### config.mk
export PLATFORM = sky130hd
export DESIGN_NAME = sat_counter
export DESIGN_NICKNAME = d
export VERILOG_FILES = /design/src/rtl/binary_counter3_checker_sat_counter.sv
export SDC_FILE = /design/constraint.sdc
export NUM_CORES = 1
export LEC_CHECK = 0
export BUFFER_PORTS_ARGS = -buffer_cell sky130_fd_sc_hd__buf_2
export CORE_AREA = 2 2 39 41
export DETAILED_ROUTE_END_ITERATION = 12
export DIE_AREA = 0 0 41 43
export PLACE_DENSITY_LB_ADDON = 0.05
export RECOVER_POWER = 25
export SLEW_MARGIN = 20
export SYNTH_ARGS = -nofsm -noshare
export SYNTH_HDL_FRONTEND = slang
export SYNTH_SLANG_ARGS = --single-unit
### constraint.sdc
create_clock -name clk -period 1.9 [get_ports clk]
set_clock_uncertainty 0.05 [all_clocks]
set_input_delay 0.095 -clock clk [delete_from_list [all_inputs] [get_ports clk]]
set_output_delay 0.095 -clock clk [all_outputs]
set_load 0.005 [all_outputs]
### src/rtl/binary_counter3_checker_sat_counter.sv
// Saturating up-counter: synchronous clear wins over increment, holds at all-ones.
// Latency: count visible one edge after inc; no backpressure.
module sat_counter #(
    parameter int W = 8
) (
    input  logic         clk,
    input  logic         clr,
    input  logic         inc,
    output logic [W-1:0] cnt
);

    always_ff @(posedge clk) begin
        if (clr) begin
            cnt <= '0;
        end else if (inc && (cnt != '1)) begin
            cnt <= cnt + W'(1);
        end
    end

endmodule

==> qor.csv <==
stage;metric;value;unit
drt;ant_nets;0;
clock_tree;worstSkewPairLatency;0.25;ns
clock_tree;cts_buffer_depth;2;
logic_synthesis;synth_area_leaders;dfxtp_1, a21oi_1, a21boi_4;
logic_synthesis;avgSynthCellArea;9.357;um^2
clock_tree;cts_resized;0;
logic_synthesis;ys_seq_area_frac;0.3721;
logic_synthesis;synth-xor-area-share;0;
placement;placed_area;489.2;um^2
drt;routed_via_density;5.527;
logic_synthesis;synth-edff-count;0;
floorplan;dieWidth;41;um
logic_synthesis;synth.most_common_cell;dfxtp_1;
floorplan;die_area;1763;um^2
timing;min_period_over_period;0.7880;
worst_setup_path;r2r-start;cnt[0]$_SDFFE_PP0P_;
clock_tree;cts-root-buf;clkbuf_4;
clock_tree;clock-sinks;8;
worst_setup_path;critPathLaunch;cnt[0]$_SDFFE_PP0P_;
grt;grt_pass1_vias;329;
drt;drt_first_iter_violations;13;
timing;drv_slew;0;
hold_path;hp-start;clr;
logic_synthesis;synthArstFlopShare;0;
clock_tree;htree_num_levels;1;
finish;antenna_cells;0;
logic_synthesis;synth_top_area_cell;dfxtp_1;
logic_synthesis;synth_top_family_by_area;compound AO/OA/AOI/OAI gates;
logic_synthesis;syn_inst;46;
clock_tree;cts_tree;done;
floorplan;die_y;43;um
logic_synthesis;synthSimpleGateAreaFrac;0.2471;
timing;finalSetupTns;0;ns
floorplan;num_rows;14;
logic_synthesis;ys_ff_latch;8;
clock_tree;cts.clk_slew.worst_paths;0.06;ns
logic_synthesis;synthAdderAreaFrac;0.02907;
worst_setup_path;critical_path_class;flip-flop to flip-flop;
worst_setup_path;worstPathArrival;1.59;ns
finish;area_growth;18.31;%
finish;largest_reg_flops;8;
pwr;power;340.4;uW
grt;grt_overflow_total;0;
timing;rsz0062_at_grt;false;
floorplan;initial_core_util;0.3110;
pwr;powerDensity;668.4;nW/um^2
logic_synthesis;netlist_area;430.4;um^2
clock_tree;cts_hold_buffers;0;
logic_synthesis;ys_types;25;
timing;slew_headroom;0.8190;
grt;grt_antenna_before_repair;0;
grt;grt_pass1_wl;1449;um
outcome;outcome;finished clean;
finish;top_regs;cnt: 8 flops;
logic_synthesis;synth_compound_area_frac;0.2587;
worst_setup_path;cp_max_fo;6;
timing;finalSetupViolCount;0;
timing;min_period;1.497;ns
timing;tightestPinTransition;0.2715;ns
hold_path;hp-class;input pin to flip-flop;
floorplan;coreArea;1384;um^2
logic_synthesis;synth_flop_cell;dfxtp_1;
logic_synthesis;synth_fp_nets;50;
placement;io_buffer_count;10;
drt;wire_per_inst;13.41;um
worst_setup_path;crit_required;1.99;ns
drt;firstDrtPassIters;4;
clock_tree;cts_setup_buffers;0;
drt;wl;992;um
grt;grt.total_usage;0.1258;
finish;n_fill_cell;153;
finish;layout-drive-gt1-share;0.2759;
pwr;leakage;0.2081;nW
floorplan;io_pins;11;
clock_tree;numCtsBuffers;3;
drt;via_count;409;
placement;gp_congestion;0.7682;
timing;clock.fmax;667.9;MHz
grt;grt_max_degree;9;
drt;drc;0;
flow_run;cap_violations;0;
pwr;irDropWorstVdd;350.9;uV
worst_setup_path;startpoint_type;flip-flop;
logic_synthesis;yosysWarnings;0;
finish;final_cell_area;509.2;um^2
logic_synthesis;synth.mux.area_fraction;0.05814;
finish;top_register;cnt;
logic_synthesis;synth_top_area_share;0.3721;
worst_setup_path;end_kind;flip-flop;
finish;nNetsFinal;64;
logic_synthesis;synthTopCellsByCount;dfxtp_1, a21oi_1, nand2_1;
timing;hold_viol;0;
-- cells by family (layout without fill, tap and decap cells) --
logic type,count (synthesis),after routing
simple gates,18,18
compound gates,15,15
flops,8,8
mux,2,2
buf+inv,2,14
fa+ha+maj,1,1
-- cell usage in the layout (no fill, tap or decap) --
cell	count
dfxtp_1	8
buf_2	8
a21oi_1	5
nand2_1	5
clkbuf_4	3
and4_1	2
nand4_1	2
nor3_1	2
o21bai_1	2
nand3_1	2
a211oi_1	2
clkbuf_1	2
inv_1	1
and3_4	1
or3_2	1
o21ai_1	1
a21boi_4	1
mux2i_1	1
and2b_2	1
nor2_1	1
mux2_4	1
nand2b_1	1
o311a_1	1
a31oi_1	1
a21boi_0	1
a311oi_1	1
ha_1	1
-- layer usage --
layer | wire length, um | part of all wire | GRT usage
met5 | 0 | 0 | 0
met4 | 4 | 0.0040 | 0.08000
met3 | 50 | 0.050 | 0.03141
met1 | 477 | 0.48 | 0.1683
met2 | 461 | 0.46 | 0.1719
-- power by group --
part	switching [mW]	internal, mW	total, mW
clock	0.0633	0.0727	0.136
sequential	0.00583	0.172	0.178
combinational	0.0131	0.0133	0.0265
-- final timing paths --
path / endpoint / slack, ns / cells after the start
setup / recovery: cnt[0]$_SDFFE_PP0P_ / 0.40 / 4
hold / removal: cnt[5]$_SDFFE_PP0P_ / 0.06 / 2
setup reg to reg: cnt[0]$_SDFFE_PP0P_ / 0.40 / 4
hold reg to reg: cnt[1]$_SDFFE_PP0P_ / 0.47 / 2
-- stage by stage --
step	cells	worst slack [ns]	hold slack [ns]	utilization
5_1_grt	74	0.3274	0.05926	0.3680
2_1_floorplan	46	0.4838	0.1171	-
3_5_place_dp	71	0.4129	0.3296	0.3535
4_1_cts	74	0.3994	0.05237	0.3698
3_3_place_gp	71	0.4670	0.3248	0.3535
6_report	74	0.4027	0.06081	0.3680
-- critical path, cell delays in order, from the launching register on --
cell and delay, ns:
dfxtp_1 0.35, ha_1 0.27, and3_4 0.22, a21boi_4 0.18
mux2_4 0.32
-- cell type report --
type,instances,area (um^2),share of cell area
well taps,16,20.02,0.03931
repair buffers,10,47.55,0.09337
flip-flops and latches,8,160.2,0.3145
multi-input cells,36,255.2,0.5012
clock buffers,3,22.52,0.04423
inverters,1,3.754,0.007371
No activity file was read; power rests on OpenSTA's default activity.
